**config.mk**
```make
export PLATFORM = sky130hd
export DESIGN_NAME = clkdiv_rst_seq_flat
export DESIGN_NICKNAME = d
export VERILOG_FILES = /design/src/rtl/clkdiv_rst_seq_pkg.sv /design/src/rtl/clkdiv_rst_seq_if.sv /design/src/rtl/clkdiv_rst_seq_chan.sv /design/src/rtl/clkdiv_rst_seq.sv /design/src/flat_wrapper.sv
export SDC_FILE = /design/constraint.sdc
export NUM_CORES = 1
export LEC_CHECK = 0
export BUFFER_PORTS_ARGS = -buffer_cell sky130_fd_sc_hd__buf_2
export CORE_MARGIN = 2
export CORE_UTILIZATION = 45
export CTS_CLUSTER_SIZE = 14
export DETAILED_ROUTE_END_ITERATION = 12
export GPL_TIMING_DRIVEN = 0
export PLACE_DENSITY = 0.65
export SLEW_MARGIN = 20
export SYNTH_ARGS = -nofsm -noshare
export SYNTH_HDL_FRONTEND = slang
export SYNTH_SLANG_ARGS = --single-unit
export TNS_END_PERCENT = 20
```
**constraint.sdc**
```tcl
create_clock -name clk -period 2.25 [get_ports clk]
set_input_delay 0.1125 -clock clk [delete_from_list [all_inputs] [get_ports clk]]
set_output_delay 0.1125 -clock clk [all_outputs]
set_load 0.005 [all_outputs]
```
**src/rtl/clkdiv_rst_seq_pkg.sv**
```systemverilog
// Shared types and constants for the programmable clock divider / reset sequencer.
// Package name is clkdiv_pkg; all rtl files import it.
package clkdiv_pkg;

   // Width of a channel index: $clog2 with a floor of 1 bit.
   function automatic int ch_w(input int n);
      return (n <= 1) ? 1 : $clog2(n);
   endfunction

   localparam int HOLD_W = 4;

   // Divisor presets for the two clock families.
   localparam int DIV_48M = 1;
   localparam int DIV_96M = 0;

   typedef enum logic [1:0] {
      ST_ARMED = 2'd0,
      ST_HOLD  = 2'd1,
      ST_RUN   = 2'd2
   } rst_st_e;

endpackage

```
**src/rtl/clkdiv_rst_seq_if.sv**
```systemverilog
// Divisor configuration port: valid/ready request plus an invalid-channel error pulse.
interface clkdiv_rst_seq_if #(
   parameter int NUM_CH = 2,
   parameter int DIV_W  = 4
);
   import clkdiv_pkg::*;
   localparam int CH_W = ch_w(NUM_CH);

   logic             cfg_valid;
   logic             cfg_ready;
   logic [CH_W-1:0]  cfg_ch;
   logic [DIV_W-1:0] cfg_div;
   logic             cfg_err;

   modport master (output cfg_valid, cfg_ch, cfg_div, input cfg_ready, cfg_err);
   modport slave  (input cfg_valid, cfg_ch, cfg_div, output cfg_ready, cfg_err);
endinterface

```
**src/rtl/clkdiv_rst_seq_chan.sv**
```systemverilog
// One divider channel: phase counter, divisor register with a single pending slot,
// and the ARMED/HOLD/RUN reset sequencer that advances on div_clk falling edges.
module clkdiv_chan
   import clkdiv_pkg::*;
#(
   parameter int DIV_W     = 4,
   parameter int DIV_RESET = 1,
   parameter int RST_HOLD  = 2
) (
   input  logic             clk,
   input  logic             rst,
   input  logic             ena_i,
   input  logic             wr_i,
   input  logic [DIV_W-1:0] wr_div_i,
   output logic             pend_o,
   output logic             div_clk_o,
   output logic             div_stb_o,
   output logic             dom_rst_o,
   output logic             dom_ready_o
);

   logic [DIV_W-1:0]  cnt_q, cnt_d;
   logic [DIV_W-1:0]  div_q, pdiv_q;
   logic              pend_q, clk_q, stb_q, drst_q, rdy_q;
   logic [HOLD_W-1:0] hold_q;
   rst_st_e           st_q;
   logic              wrap, fall;

   always_comb begin
      wrap  = ena_i && (cnt_q == div_q);
      fall  = wrap && clk_q;
      cnt_d = wrap ? '0 : cnt_q + 1'b1;
   end

   always_ff @(posedge clk or posedge rst) begin
      if (rst) begin
         cnt_q  <= '0;
         div_q  <= DIV_W'(DIV_RESET);
         pdiv_q <= '0;
         pend_q <= 1'b0;
         clk_q  <= 1'b0;
         stb_q  <= 1'b0;
         drst_q <= 1'b0;
         rdy_q  <= 1'b0;
         hold_q <= '0;
         st_q   <= ST_ARMED;
      end else begin
         stb_q <= wrap && !clk_q;
         if (ena_i) cnt_q <= cnt_d;
         if (wrap) clk_q <= !clk_q;
         // wr_i is only granted while no update is pending, so it never collides with the apply.
         if (wr_i) begin
            pend_q <= 1'b1;
            pdiv_q <= wr_div_i;
         end
         if (fall && pend_q) begin
            div_q  <= pdiv_q;
            pend_q <= 1'b0;
         end
         if (fall) begin
            unique case (st_q)
               ST_ARMED: begin
                  drst_q <= 1'b1;
                  hold_q <= HOLD_W'(RST_HOLD - 1);
                  st_q   <= ST_HOLD;
               end
               ST_HOLD: begin
                  if (hold_q != '0) begin
                     hold_q <= hold_q - 1'b1;
                  end else begin
                     drst_q <= 1'b0;
                     rdy_q  <= 1'b1;
                     st_q   <= ST_RUN;
                  end
               end
               default: ;
            endcase
         end
      end
   end

   assign pend_o      = pend_q;
   assign div_clk_o   = clk_q;
   assign div_stb_o   = stb_q;
   assign dom_rst_o   = drst_q;
   assign dom_ready_o = rdy_q;

endmodule

```
**src/rtl/clkdiv_rst_seq.sv**
```systemverilog
// Multi-channel programmable clock divider with per-domain reset sequencing.
// Decodes config requests onto channels and reports accepts to nonexistent channels.
module clkdiv_rst_seq
   import clkdiv_pkg::*;
#(
   parameter int NUM_CH    = 2,
   parameter int DIV_W     = 4,
   parameter int DIV_RESET = 1,
   parameter int RST_HOLD  = 2
) (
   input  logic              clk,
   input  logic              rst,
   input  logic              ena,
   clkdiv_rst_seq_if.slave   cfg,
   output logic [NUM_CH-1:0] div_clk,
   output logic [NUM_CH-1:0] div_stb,
   output logic [NUM_CH-1:0] dom_rst,
   output logic [NUM_CH-1:0] dom_ready
);

   localparam int CH_W = ch_w(NUM_CH);

   logic [NUM_CH-1:0] pend, wr;
   logic              ch_ok, ready, accept;
   logic              err_q;

   always_comb begin
      ch_ok  = 32'(cfg.cfg_ch) < 32'(NUM_CH);
      ready  = 1'b1;
      wr     = '0;
      for (int i = 0; i < NUM_CH; i++)
         if (cfg.cfg_ch == CH_W'(i)) ready = !pend[i];
      accept = cfg.cfg_valid && ready;
      for (int i = 0; i < NUM_CH; i++)
         wr[i] = accept && (cfg.cfg_ch == CH_W'(i));
   end

   always_ff @(posedge clk or posedge rst) begin
      if (rst) err_q <= 1'b0;
      else     err_q <= accept && !ch_ok;
   end

   assign cfg.cfg_ready = ready;
   assign cfg.cfg_err   = err_q;

   for (genvar g = 0; g < NUM_CH; g++) begin : g_ch
      clkdiv_chan #(
         .DIV_W     (DIV_W),
         .DIV_RESET (DIV_RESET),
         .RST_HOLD  (RST_HOLD)
      ) u_chan (
         .clk         (clk),
         .rst         (rst),
         .ena_i       (ena),
         .wr_i        (wr[g]),
         .wr_div_i    (cfg.cfg_div),
         .pend_o      (pend[g]),
         .div_clk_o   (div_clk[g]),
         .div_stb_o   (div_stb[g]),
         .dom_rst_o   (dom_rst[g]),
         .dom_ready_o (dom_ready[g])
      );
   end

endmodule

```
**src/flat_wrapper.sv**
```systemverilog
// flat-port wrapper written by rule: the top's interface ports become plain ports
module clkdiv_rst_seq_flat import clkdiv_pkg::*;
#(
   parameter int NUM_CH    = 2,
   parameter int DIV_W     = 4,
   parameter int DIV_RESET = 1,
   parameter int RST_HOLD  = 2
)
  (clk, rst, ena, div_clk, div_stb, dom_rst, dom_ready, cfg_cfg_valid, cfg_cfg_ch, cfg_cfg_div, cfg_cfg_ready, cfg_cfg_err);
  clkdiv_rst_seq_if #(.NUM_CH(NUM_CH), .DIV_W(DIV_W)) cfg_i ();
  input  logic clk;
  input  logic rst;
  input  logic ena;
  output logic [NUM_CH-1:0] div_clk;
  output logic [NUM_CH-1:0] div_stb;
  output logic [NUM_CH-1:0] dom_rst;
  output logic [NUM_CH-1:0] dom_ready;
  input wire logic [$bits(cfg_i.cfg_valid)-1:0] cfg_cfg_valid;
  input wire logic [$bits(cfg_i.cfg_ch)-1:0] cfg_cfg_ch;
  input wire logic [$bits(cfg_i.cfg_div)-1:0] cfg_cfg_div;
  output wire logic [$bits(cfg_i.cfg_ready)-1:0] cfg_cfg_ready;
  output wire logic [$bits(cfg_i.cfg_err)-1:0] cfg_cfg_err;
  assign cfg_i.cfg_valid = cfg_cfg_valid;
  assign cfg_i.cfg_ch = cfg_cfg_ch;
  assign cfg_i.cfg_div = cfg_cfg_div;
  assign cfg_cfg_ready = cfg_i.cfg_ready;
  assign cfg_cfg_err = cfg_i.cfg_err;
  clkdiv_rst_seq #(.NUM_CH(NUM_CH), .DIV_W(DIV_W), .DIV_RESET(DIV_RESET), .RST_HOLD(RST_HOLD)) u_core (.clk(clk), .rst(rst), .ena(ena), .cfg(cfg_i), .div_clk(div_clk), .div_stb(div_stb), .dom_rst(dom_rst), .dom_ready(dom_ready));
endmodule
```
==> PnR_summary.wiki <==
{| class="wikitable"
! Metric !! Value
|-
| Library cell used as clock root buffer || sky130_fd_sc_hd__clkbuf_8
|-
| Horiz. Die Dim || 73.9 um
|-
| CP max-delay cell || sky130_fd_sc_hd__a2111oi_4
|-
| Biggest area consumer among synthesized cells || sky130_fd_sc_hd__dfrtp_1
|-
| Length of the first detailed-routing pass in iterations || 4
|-
| Net switching share of the total power || 38.3%
|-
| Met1 track demand over resource in global routing || 20.6%
|-
| Total negative slack for setup checks || 0 ns
|-
| Gp weighted congestion || 0.787
|-
| Basic-gate share of the synthesized area counting and, or, nand and nor cells || 14.5%
|-
| Violation count after the first detailed-routing iteration || 67
|-
| Post-Synth XOR/XNOR Area || 5.92%
|-
| Max Cap Violations || 0
|-
| Starting density of the core || 46.5%
|-
| Standard-cell row count || 25
|-
| CTS clk-pin slew, worst paths || 0.08 ns
|-
| Placed Instance Area || 2390 um^2
|-
| Post-CTS Setup Inserts || 0
|-
| Part of the power in combinational logic || 42.7%
|-
| Time the worst path needs with I/O delays and setup || 1.81 ns
|-
| Maximum number of pins on one net before global-route repair || 32
|-
| Vias per cell || 5.18
|-
| CP required || 2.43 ns
|-
| Total nets after synthesis || 197
|-
| Clock tree from TritonCTS || yes
|-
| Mux share of post-synthesis cell area || 9.68%
|-
| Seq/Total Area, Yosys || 50.2%
|-
| Most frequently used flop master after synthesis || sky130_fd_sc_hd__dfrtp_1
|-
| Post-synthesis instance area || 2200 um^2
|-
| Most used standard cells in the synthesized netlist || 42 x sky130_fd_sc_hd__dfrtp_1, 18 x sky130_fd_sc_hd__mux2_2, 10 x sky130_fd_sc_hd__buf_4
|-
| Endpoint arrival time on the critical path || 1.99 ns
|-
| Routed Antenna Nets || 0
|-
| IO Port Bufs || 17
|-
| Number of clock sinks seen by CTS || 44
|-
| Final design area excluding fillers || 2490 um^2
|-
| Count of nets after finishing || 223
|-
| Cell with the most instances after synthesis || sky130_fd_sc_hd__dfrtp_1
|-
| Number of remaining DRC errors || 0
|-
| Number of gates given a new drive strength after cts || 0
|-
| Final period utilization || 80.6%
|-
| Synthesized-area fraction occupied by ao, oa, aoi and oai cells || 10.5%
|-
| Count of filler cells inserted in the layout || 412
|-
| Cell types occupying the most area after synthesis || sky130_fd_sc_hd__dfrtp_1 48%, sky130_fd_sc_hd__mux2_2 9.2%, sky130_fd_sc_hd__xor2_1 3.6%, sky130_fd_sc_hd__buf_4 3.4%, sky130_fd_sc_hd__ha_1 3.4%
|-
| Max IR drop VDD || 618 uV
|-
| Clk_lat worst skew || 0.29 ns
|-
| Setup-violating endpoint count in the final report || 0
|-
| Average cell area after synthesis || 12.1 um^2
|-
| Flip-flop and latch count after synthesis || 44
|-
| H-tree levels || 2
|-
| Peak Freq || 552 MHz
|-
| Setup repair after global routing missed its margin || false
|-
| GR peak layer || met2
|-
| Signed area change from the synthesized netlist to the final layout || 13.5%
|-
| Number of slew-limit violations in the final report || 0
|-
| Routed WL per cell || 14.7 um
|-
| Area of the die || 5460 um^2
|-
| Relative slew margins || 52.4%
|-
| Number of failing hold endpoints at the final stage || 0
|-
| Dominant combinational cell family by area after synthesis || simple AND/OR/NAND/NOR gates
|-
| Count of flip-flops with a built-in enable after synthesis || 0
|-
| Result of the run || complete, no violations
|-
| All-Layer GR Usage || 17.1%
|-
| Crit-path max cell delay || 0.49 ns
|-
| Number of global-route vias before repair || 1542
|-
| Kind of path behind the tightest hold check || in -> reg
|-
| I/O pin count || 19
|-
| Area of all sequential standard cells || 1100 um^2
|-
| Total internal power || 2.08 mW
|-
| Highest fanout seen on the critical path || 5
|-
| Wire length of the first global-routing pass || 7070 um
|-
| Clock buffer count from CTS || 5
|-
| Proportion of power drawn by flip-flops and latches || 42.2%
|-
| Total wire length after detailed routing || 4040 um
|-
| Total via count after detailed routing || 1430
|-
| Area of the core region || 4720 um^2
|-
| Element type at the critical path start || flip-flop
|-
| Proportion of register bits with asynchronous set or reset after synthesis || 100%
|-
| Clock share of power || 15.1%
|-
| Total power || 3.38 mW
|-
| Slew at the pin with the worst max-slew slack || 0.713 ns
|-
| Global routing met3 resource utilization || 3.29%
|-
| Initial antenna violation count || 0
|-
| Cell count after synthesis || 182
|-
| HPWL after DPL || 3070 um
|-
| Share of the synthesized area in the top cell type || 47.8%
|-
| Critical path capture point type || flip-flop
|-
| Vertical die dimension || 73.9 um
|-
| Category of the critical setup timing path || reg -> reg
|-
| GR Overflow Total || 0
|-
| Layout cells sized above 1 || 34.9%
|-
| Series of cell instances along the critical path || inv_1 > ha_1 > nor3b_2 > a2111oi_4 > nand3_1 > a32o_1
|-
| Largest clock skew in the final design || 0.00729 ns
|-
| Met2 Use GR || 29.7%
|-
| Switch Pwr || 1.29 mW
|-
| P per Cell Area || 1350 nW/um^2
|-
| Number of antenna cells inserted || 0
|-
| Buffer depth of the longest clock path || 2
|-
| Number of warning messages in the yosys log || 0
|-
| Cell leakage power || 1.15 nW
|-
| Post-cts hold buffer count || 1
|-
| Area used by multi-input combinational logic || 971 um^2
|-
| Synth cell types || 53
|-
| Adder-cell share of the synthesized area || 3.41%
|}
-- power groups by stage --
stage | Sequential [mW] | Clock, mW | Combinational (mW)
after floorplan | 1.35 | 0 | 1.15
after global routing | 1.47 | 0.552 | 1.62
after detailed placement | 1.44 | 0 | 1.45
final | 1.42 | 0.509 | 1.44
after global placement | 1.42 | 0 | 1.34
after CTS | 1.43 | 0.523 | 1.47
-- registers in the layout, summed over array words and instances (netlist names) --
name                            count
u_core.g_ch.u_chan.hold_q           8
u_core.g_ch.u_chan.div_q            8
u_core.g_ch.u_chan.pdiv_q           8
u_core.g_ch.u_chan.pend_o           2
u_core.g_ch.u_chan.cnt_q            8
u_core.g_ch.u_chan.st_q             4
u_core.g_ch.u_chan.div_stb_o        2
u_core.g_ch.u_chan.dom_ready_o      2
u_core.g_ch.u_chan.div_clk_o        2
-- layer usage --
layer  vias to the layer above  wire length (um)
met5                         -                 0
met4                         0                77
met3                         9               115
met2                        20              2110
met1                       715              1740
li1                        686                 -
-- worst paths after layout --
kind                                                           to                               from  slack (ns)  depth (start not counted)
worst max-delay path              u_core.g_ch[1].u_chan.hold_q[2]    u_core.g_ch[1].u_chan.hold_q[0]        0.44                          6
worst min-delay path              u_core.g_ch[0].u_chan.pdiv_q[2]                     cfg_cfg_div[2]        0.07                          2
worst max register to register    u_core.g_ch[1].u_chan.hold_q[2]    u_core.g_ch[1].u_chan.hold_q[0]        0.44                          6
worst min register to register  u_core.g_ch[1].u_chan.dom_ready_o  u_core.g_ch[1].u_chan.dom_ready_o        0.48                          1
max in group asynchronous          u_core.g_ch[1].u_chan.div_q[0]                                rst        1.39                          4
min in group asynchronous         u_core.g_ch[1].u_chan.hold_q[1]                                rst        0.32                          3
-- cell usage in the layout, fill, tap and decap left out, drive strengths merged, types with 2 or more instances in the layout --
| cell | count |
|---|---|
| dfrtp | 42 |
| buf | 30 |
| mux2 | 18 |
| xor2 | 10 |
| nand2 | 8 |
| inv | 8 |
| clkbuf | 8 |
| nor2 | 7 |
| ha | 6 |
| nand3 | 5 |
| xnor2 | 4 |
| nor2b | 4 |
| o31ai | 4 |
| a21o | 3 |
| nand2b | 3 |
| a21oi | 3 |
| and2 | 3 |
| nor3 | 3 |
| nand4 | 2 |
| a31o | 2 |
| a41o | 2 |
| nor4 | 2 |
| a32o | 2 |
| o21ai | 2 |
| o22ai | 2 |
| nand4b | 2 |
| clkinvlp | 2 |
| dfstp | 2 |
| nor3b | 2 |
-- per-stage QoR --
stage	utilization, %	hold WS, ns	instances	setup WS (ns)
final	52.8	0.0728	276	0.437
after global routing	52.8	0.0666	276	0.289
after CTS	52.8	0.0679	276	0.419
after detailed placement	50.5	0.0954	267	0.442
after global placement	50.1	0.368	266	0.528
after floorplan	-	0.263	182	0.634
-- area by class of cell --
cell class                      instances  share of cell area [%]
Buffer                                 14                    3.76
Multi-Input combinational cell        116                    38.9
Clock buffer                            6                    3.31
Tap cell                               67                    3.36
Clock inverter                          2                   0.602
Sequential cell                        44                    44.2
Inverter                                8                    1.20
Timing Repair Buffer                   19                    4.61
-- worst max-delay path: cells and delay by family, from the launching register on --
kind                     cells  cell delay [ns]
flip-flops                   1             0.37
AO/OA/AOI/OAI                2             0.72
buffers and inverters        1             0.09
AND/OR/NAND/NOR              2             0.33
adder cells (fa/ha/maj)      1             0.20
-- cell families (layout without fill, tap and decap cells) --
group	Yosys count	in the layout
XOR/XNOR	14	14
multiplexers	19	19
AO/OA/AOI/OAI	27	27
buffers and inverters	22	49
flip-flops	44	44
other	1	1
AND/OR/NAND/NOR	49	49
adder cells (fa/ha/maj)	6	6
(Power assumes the default switching activity.)
